File: src/rtl/fpu_mant_addsub_pipe.sv
// Pipelined unsigned mantissa add/subtract for the FPU datapath.
// The carry chain is cut into STAGES segments, and each segment has a valid/ready slot with backpressure.
module fpu_mant_addsub_pipe #(
  parameter int WIDTH  = 27,
  parameter int STAGES = 3
) (
  input  logic             CLK,
  input  logic             nRST,
  input  logic             flush,
  input  logic             in_valid,
  output logic             in_ready,
  input  logic [WIDTH-1:0] a,
  input  logic [WIDTH-1:0] b,
  input  logic             sub,
  output logic             out_valid,
  input  logic             out_ready,
  output logic [WIDTH-1:0] result,
  output logic             cout
);

  localparam int SEG = (WIDTH + STAGES - 1) / STAGES;

  function automatic logic [WIDTH-1:0] seg_mask(input int lo, input int hi);
    logic [WIDTH-1:0] m;
    m = '0;
    for (int i = 0; i < WIDTH; i++) begin
      m[i] = (i >= lo) && (i < hi);
    end
    return m;
  endfunction

  logic [STAGES-1:0] v_q;
  logic [STAGES-1:0] v_d;
  logic [STAGES-1:0] en;
  logic [STAGES-1:0] vin;

  // A stage may load if it is empty or its successor is moving, so bubbles collapse.
  always_comb begin
    logic nxt;
    nxt = out_ready;
    en  = '0;
    for (int k = STAGES - 1; k >= 0; k--) begin
      en[k] = !v_q[k] || nxt;
      nxt   = en[k];
    end
  end

  always_comb begin
    vin    = v_q << 1;
    vin[0] = in_valid;
    v_d    = flush ? '0 : ((en & vin) | (~en & v_q));
  end

  always_ff @(posedge CLK or negedge nRST) begin
    if (!nRST) begin
      v_q <= '0;
    end else begin
      v_q <= v_d;
    end
  end

  for (genvar k = 0; k < STAGES; k++) begin : g_stage
    localparam int LO_RAW = k * SEG;
    localparam int LO     = (LO_RAW > WIDTH) ? WIDTH : LO_RAW;
    localparam int HI     = (LO + SEG > WIDTH) ? WIDTH : LO + SEG;
    localparam logic [WIDTH-1:0] MASK = seg_mask(LO, HI);

    logic [WIDTH-1:0] a_in;
    logic [WIDTH-1:0] b_in;
    logic [WIDTH-1:0] s_in;
    logic [WIDTH-1:0] s_d;
    logic [WIDTH-1:0] s_q;
    logic             c_in;
    logic             c_d;
    logic             c_q;
    logic             ld;
    logic [WIDTH:0]   sum;

    if (k == 0) begin : g_head
      assign a_in = a;
      assign b_in = sub ? ~b : b;
      assign s_in = '0;
      assign c_in = sub;
    end else begin : g_tail
      assign a_in = g_stage[k-1].g_fwd.a_q;
      assign b_in = g_stage[k-1].g_fwd.b_q;
      assign s_in = g_stage[k-1].s_q;
      assign c_in = g_stage[k-1].c_q;
    end

    assign ld = en[k] && vin[k];

    // Operands are masked to this segment, so the carry out can only land on bit HI.
    // All other bits outside the mask stay zero.
    assign sum = {1'b0, a_in & MASK} + {1'b0, b_in & MASK} + ((WIDTH + 1)'(c_in) << LO);

    always_comb begin
      s_d = s_q;
      c_d = c_q;
      if (ld) begin
        s_d = (s_in & ~MASK) | (sum[WIDTH-1:0] & MASK);
        c_d = |(sum & ~{1'b0, MASK});
      end
    end

    always_ff @(posedge CLK or negedge nRST) begin
      if (!nRST) begin
        s_q <= '0;
        c_q <= '0;
      end else begin
        s_q <= s_d;
        c_q <= c_d;
      end
    end

    if (k < STAGES - 1) begin : g_fwd
      logic [WIDTH-1:0] a_d;
      logic [WIDTH-1:0] b_d;
      logic [WIDTH-1:0] a_q;
      logic [WIDTH-1:0] b_q;

      always_comb begin
        a_d = a_q;
        b_d = b_q;
        if (ld) begin
          a_d = a_in;
          b_d = b_in;
        end
      end

      always_ff @(posedge CLK or negedge nRST) begin
        if (!nRST) begin
          a_q <= '0;
          b_q <= '0;
        end else begin
          a_q <= a_d;
          b_q <= b_d;
        end
      end
    end
  end

  assign in_ready  = en[0];
  assign out_valid = v_q[STAGES-1];
  assign result    = g_stage[STAGES-1].s_q;
  assign cout      = g_stage[STAGES-1].c_q;

endmodule

File: config.mk
export PLATFORM = sky130hd
export DESIGN_NAME = fpu_mant_addsub_pipe
export DESIGN_NICKNAME = d
export VERILOG_FILES = /design/src/rtl/fpu_mant_addsub_pipe.sv
export SDC_FILE = /design/constraint.sdc
export NUM_CORES = 1
export LEC_CHECK = 0
export BUFFER_PORTS_ARGS = -buffer_cell sky130_fd_sc_hd__buf_2
export CAP_MARGIN = 20
export CELL_PAD_IN_SITES_DETAIL_PLACEMENT = 0
export CELL_PAD_IN_SITES_GLOBAL_PLACEMENT = 1
export CORE_ASPECT_RATIO = 1.75
export CORE_MARGIN = 2
export CORE_UTILIZATION = 45
export DETAILED_ROUTE_END_ITERATION = 10
export GPL_ROUTABILITY_DRIVEN = 0
export PLACE_DENSITY_LB_ADDON = 0.1
export SYNTH_ARGS = -nofsm -noshare
export SYNTH_HDL_FRONTEND = slang
export SYNTH_SLANG_ARGS = --single-unit
File: constraint.sdc
create_clock -name CLK -period 3 [get_ports CLK]
set_clock_uncertainty 0.05 [all_clocks]
set_input_delay 0.3 -clock CLK [delete_from_list [all_inputs] [get_ports CLK]]
set_output_delay 0.3 -clock CLK [all_outputs]
set_load 0.02 [all_outputs]
After elaboration in Yosys (flattened, before gate mapping)
Cells that the tools add are included.
{"block": "totals", "ff_bits": 168, "latchBits": 0, "ramBits": 0, "romBits": 0, "word_cells": 38, "n_memories": 0}
{"block": "classes", "addsub": 6, "mul": 0, "div_mod_pow": 0, "order_cmp": 0, "n_eq_ne": 0, "n_shift": 0, "n_mux": 2, "bitwise_logic": 7, "reduce_logical": 12}
{"operator": "19-bit OR reduction", "n": 3}
{"operator": "27-bit by 27-bit adder with 28-bit output", "n": 1}
{"operator": "28-bit by 19-bit adder with 28-bit output", "n": 1}
{"operator": "27-bit 2-to-1 mux", "n": 1}
{"operator": "27-bit inverter", "n": 1}
{"operator": "18-bit by 27-bit bitwise OR with 27-bit output", "n": 1}
{"operator": "19-bit by 10-bit adder with 20-bit output", "n": 1}
{"operator": "18-bit by 18-bit adder with 19-bit output", "n": 1}
{"operator": "9-bit by 18-bit bitwise OR with 18-bit output", "n": 1}
{"operator": "10-bit by 1-bit adder with 11-bit output", "n": 1}
{"operator": "9-bit by 9-bit adder with 10-bit output", "n": 1}
{"operator": "3-bit bitwise AND", "n": 2}
{"operator": "1-bit logical AND", "n": 3}
{"operator": "1-bit zero test", "n": 3}
{"operator": "1-bit logical OR", "n": 3}
{"operator": "3-bit 2-to-1 mux", "n": 1}
{"operator": "3-bit inverter", "n": 1}
{"operator": "3-bit bitwise OR", "n": 1}

Longest topological paths before layout
{"block": "logic_depth", "ltp_word": 8, "mapped_depth": 11, "depth_no_buf": 11}

Least setup slack after synthesis
OpenSTA, ideal clock, no wires.
{"block": "synth_path", "path_type": "flip-flop to flip-flop", "from": "reg g_stage[1].c_q", "to": "reg g_stage[2].c_q (netlist: cout)", "setup_ns": 0.070, "arrival_time_ns": 2.214, "required_ns": 2.880, "slack_ns": 0.666, "path_stages_with_launch": 12, "n_path_buf": 0, "synth_period_minus_slack_ns": 2.334, "path_cell_list": "dfrtp_1 inv_1 fa_1 inv_1 ha_1 inv_1 fa_1 nor2b_1 o31a_1 o211ai_1 a2111oi_0 nand3b_1"}
{"block": "synth_via", "elab_chain_cells": 2}
{"item": "from (decl)", "line_no": "75", "rtl": "logic c_q;"}
{"item": "from (signal assigned)", "line_no": "109", "rtl": "c_q <= '0;"}
{"item": "from (signal assigned)", "line_no": "112", "rtl": "c_q <= c_d;"}
{"item": "28-bit by 19-bit adder with 28-bit output", "line_no": "95", "rtl": "assign sum = {1'b0, a_in & MASK} + {1'b0, b_in & MASK} + ((WIDTH + 1)'(c_in) << LO);"}
{"item": "19-bit OR reduction", "line_no": "102", "rtl": "c_d = |(sum & ~{1'b0, MASK});"}
{"item": "to (signal assigned)", "line_no": "109"}
{"item": "to (signal assigned)", "line_no": "112"}
{"item": "to (decl)", "line_no": "75"}
Every way passes these cells.
A chain may end at the register's enable or synchronous reset.

Worst setup path in the final report
Ends and elaborated chain as after synthesis.

==> results.md <==
- Tmin final: 2.56 ns
- Worst-Skew Late Latency: 0.40 ns
- Clk buf depth: 2
- Setup TNS: 0 ns
- Cells after DPL: 741
- Layout Nets: 698
- Syn avg cell area: 11.6 µm²
- Top-Level Pins: 90
- Worst slew pin tran: 0.954 ns
- Worst VDD drop: 379 µV
- Fin cells: 773
- Flop-to-flop setup slack: 0.44 ns
- Clock buffer count from CTS: 17
- Die Wd: 89.3 µm
- Drt initial violations: 98
- Setup violators final: 0
- Share of cells above drive strength 1: 0.217
- Drt drc: 0
- Worst min path class: input port to register
- Max Cap Viol: 0
- Status: complete, no violations
- Syn Nets: 601
- DIE AREA: 13,700 µm²
- DR vias/cell: 5.11
- TritonCTS clock tree: yes
- Slew margin rel.: 0.362
- Vias in the first global route: 4,106
- Final global-route overflow total: 0
- Global-route wire length before repair: 19.1 mm
- Synth async-reset ratio: 1.00
- EDFF count, synth: 0
- Leak: 3.30 nW
- Synth Cell Area: 5730 µm²
- H-tree depth: 4
- Area of the core: 12,400 µm²
- DP Wirelength: 8.67 mm
- Reg2reg path depth: 11
- Pwr/cell area: 817 nW/µm²
- Crit Path Class: register to register
- CTS clk-pin slew, worst paths: 0.05 ns
- Setup crit end kind: register
- Tot GR Track Use: 0.183
- CP max FO: 3
- CP Data Required Time: 3.29 ns
- Sequential fraction of the synthesis area: 0.498
- Post-DR wirelength/cell: 15.3 µm
- Largest net degree at the start of global routing: 80
- Drt pass-1 iters: 4
- Post-CTS resize count: 0
- Synth-to-layout area growth: 21.3%
- Ant. Diodes: 0
- Yosys warns: 0
- FF+latch count, synth: 114
- Synth Flop Type: dfrtp_1
- Max Fclk: 0.390 GHz
- Period utilisation layout: 0.855
- Hold path cells: 2
- CTS sink cnt: 114
- Antenna-violating nets left: 0
- Layout fillers: 1,147
- Element type at the critical path start: register
- Root Buffer: clkbuf_16
- Cell count after synthesis: 496
- Post-synthesis cell type count: 40
- Worst EP arrival: 2.85 ns
- RSZ-0062 raised after global routing: no
- Initial antenna violation count: 0
- Port Buffers: 89
- Final core occ: 0.560
- # rows: 54
- Via count: 3,948
- WL final: 11.8 mm
- Final Max Slew Viols: 0
- Die Y: 153 µm
- Initial Utilization: 0.461
- Final Hold Fails: 0
## Yosys cell counts, drive strengths merged (2+ instances only)
master	number	area [µm²]
dfrtp	114	2850
mux2	65	732
nand2	48	180
o21ai	42	210
ha	40	500
inv	24	90.1
xnor2	19	166
xor2	18	158
a21oi	14	70.1
nor2	14	52.6
clkbuf	10	37.5
o21a	10	75.1
buf	9	48.8
nor3	9	45.0
a211oi	6	45.0
fa	5	100
nand3	5	25.0
nor2b	5	31.3
a21o	4	30.0
nor3b	4	30.0
o211ai	4	30.0
o31ai	4	30.0
nand3b	3	22.5
o31a	3	26.3
a2111oi	2	17.5
nand2b	2	12.5
nor4b	2	17.5
o21bai	2	15.0
## cells by family (layout without fill, tap and decap cells)
| group | after synthesis | in the layout | synth area share |
|---|---|---|---|
| DFF | 114 | 114 | 0.498 |
| AOI/OAI and AO/OA | 96 | 96 | 0.103 |
| xor gates and xnor gates | 37 | 37 | 0.0565 |
| buffers and inverters | 43 | 152 | 0.0308 |
| and+or+nand+nor | 95 | 95 | 0.0773 |
| muxes | 66 | 66 | 0.130 |
| adders and majority gates | 45 | 45 | 0.105 |
## state kept, by name, indices dropped and copies added (netlist names)
| signal | count |
|---|---|
| g_stage.g_fwd.b_q | 27 |
| result | 27 |
| cout | 1 |
| g_stage.s_q | 27 |
| g_stage.c_q | 2 |
| g_stage.g_fwd.a_q | 27 |
| v_q | 3 |
## where the power goes
group | switching (mW) | internal, mW | total (mW)
Sequential | 0.212 | 1.95 | 2.16
Clock | 0.673 | 1.25 | 1.92
Combinational | 0.920 | 0.686 | 1.61
Total | 1.80 | 3.88 | 5.68
## through the flow
| stage | hold WS, ns | area (µm²) | worst slack, ns | power (mW) |
|---|---|---|---|---|
| finish | 0.0217 | 6960 | 0.436 | 5.68 |
| detailed placement | 0.402 | 6380 | 0.439 | 3.82 |
| floorplan | -0.0456 | 5730 | 0.666 | 3.26 |
| global route | 0.0177 | 6960 | 0.282 | 6.03 |
| CTS | 0.00581 | 6960 | 0.433 | 5.77 |
| global placement | 0.395 | 6380 | 0.519 | 3.75 |
## per-layer routing
layer  global-route usage  part of all wire  routed length, µm  vias to the layer above
li1                     -                 -                  -                     1939
met1                0.192              0.38               4470                     1919
met4               0.0697             0.012                144                        0
met2                0.334              0.57               6680                       77
met3               0.0470             0.043                507                       13
met5                    0                 0                  0                        -
## layout by cell type, fill, tap and decap left out, drive strengths merged, types with 3 or more instances in the layout
master	count
dfrtp	114
nor2	14
o21a	10
ha	40
a21o	4
nor2b	5
nand3	5
mux2	65
a211oi	6
o211ai	4
nand2	48
nand3b	3
xor2	18
nor3	9
inv	24
fa	5
o21ai	42
clkinvlp	3
xnor2	19
clkinv	6
a21oi	14
o31a	3
buf	96
nor3b	4
clkbuf	20
o31ai	4
## area by class of cell
class | count | area (µm²) | share of cell area
Sequential cell | 114 | 2850 | 0.410
Multi-Input combinational cell | 339 | 2710 | 0.390
Timing Repair Buffer | 97 | 523 | 0.0752
Clock buffer | 20 | 457 | 0.0656
Tap cell | 168 | 210 | 0.0302
Clock inverter | 11 | 113 | 0.0162
Inverter | 24 | 90.1 | 0.0129
## final timing paths
check / from / to
min reg2reg: g_stage[0].s_q[4]$_DFFE_PN0P_ / g_stage[0].s_q[4]$_DFFE_PN0P_
min in group asynchronous: nRST / g_stage[0].g_fwd.a_q[19]$_DFFE_PN0P_
min: flush / v_q[0]$_DFF_PN0_
max: g_stage[1].c_q$_DFFE_PN0P_ / cout$_DFFE_PN0P_
max in group asynchronous: nRST / result[11]$_DFFE_PN0P_
max reg2reg: g_stage[1].c_q$_DFFE_PN0P_ / cout$_DFFE_PN0P_
## critical path, cell delays in order, from the launching register on
cell,delay [ns]
dfrtp_1,0.31
inv_1,0.06
fa_1,0.41
inv_1,0.07
ha_1,0.16
inv_1,0.05
fa_1,0.39
nor2b_1,0.17
o31a_1,0.19
o211ai_1,0.11
a2111oi_0,0.37
nand3b_1,0.16
## timing repair
item,in CTS,in global routing
endpoints found under the hold margin,61,0
hold buffers,1,0
buffers inserted,0,0
No activity file was read; power rests on OpenSTA's default activity.
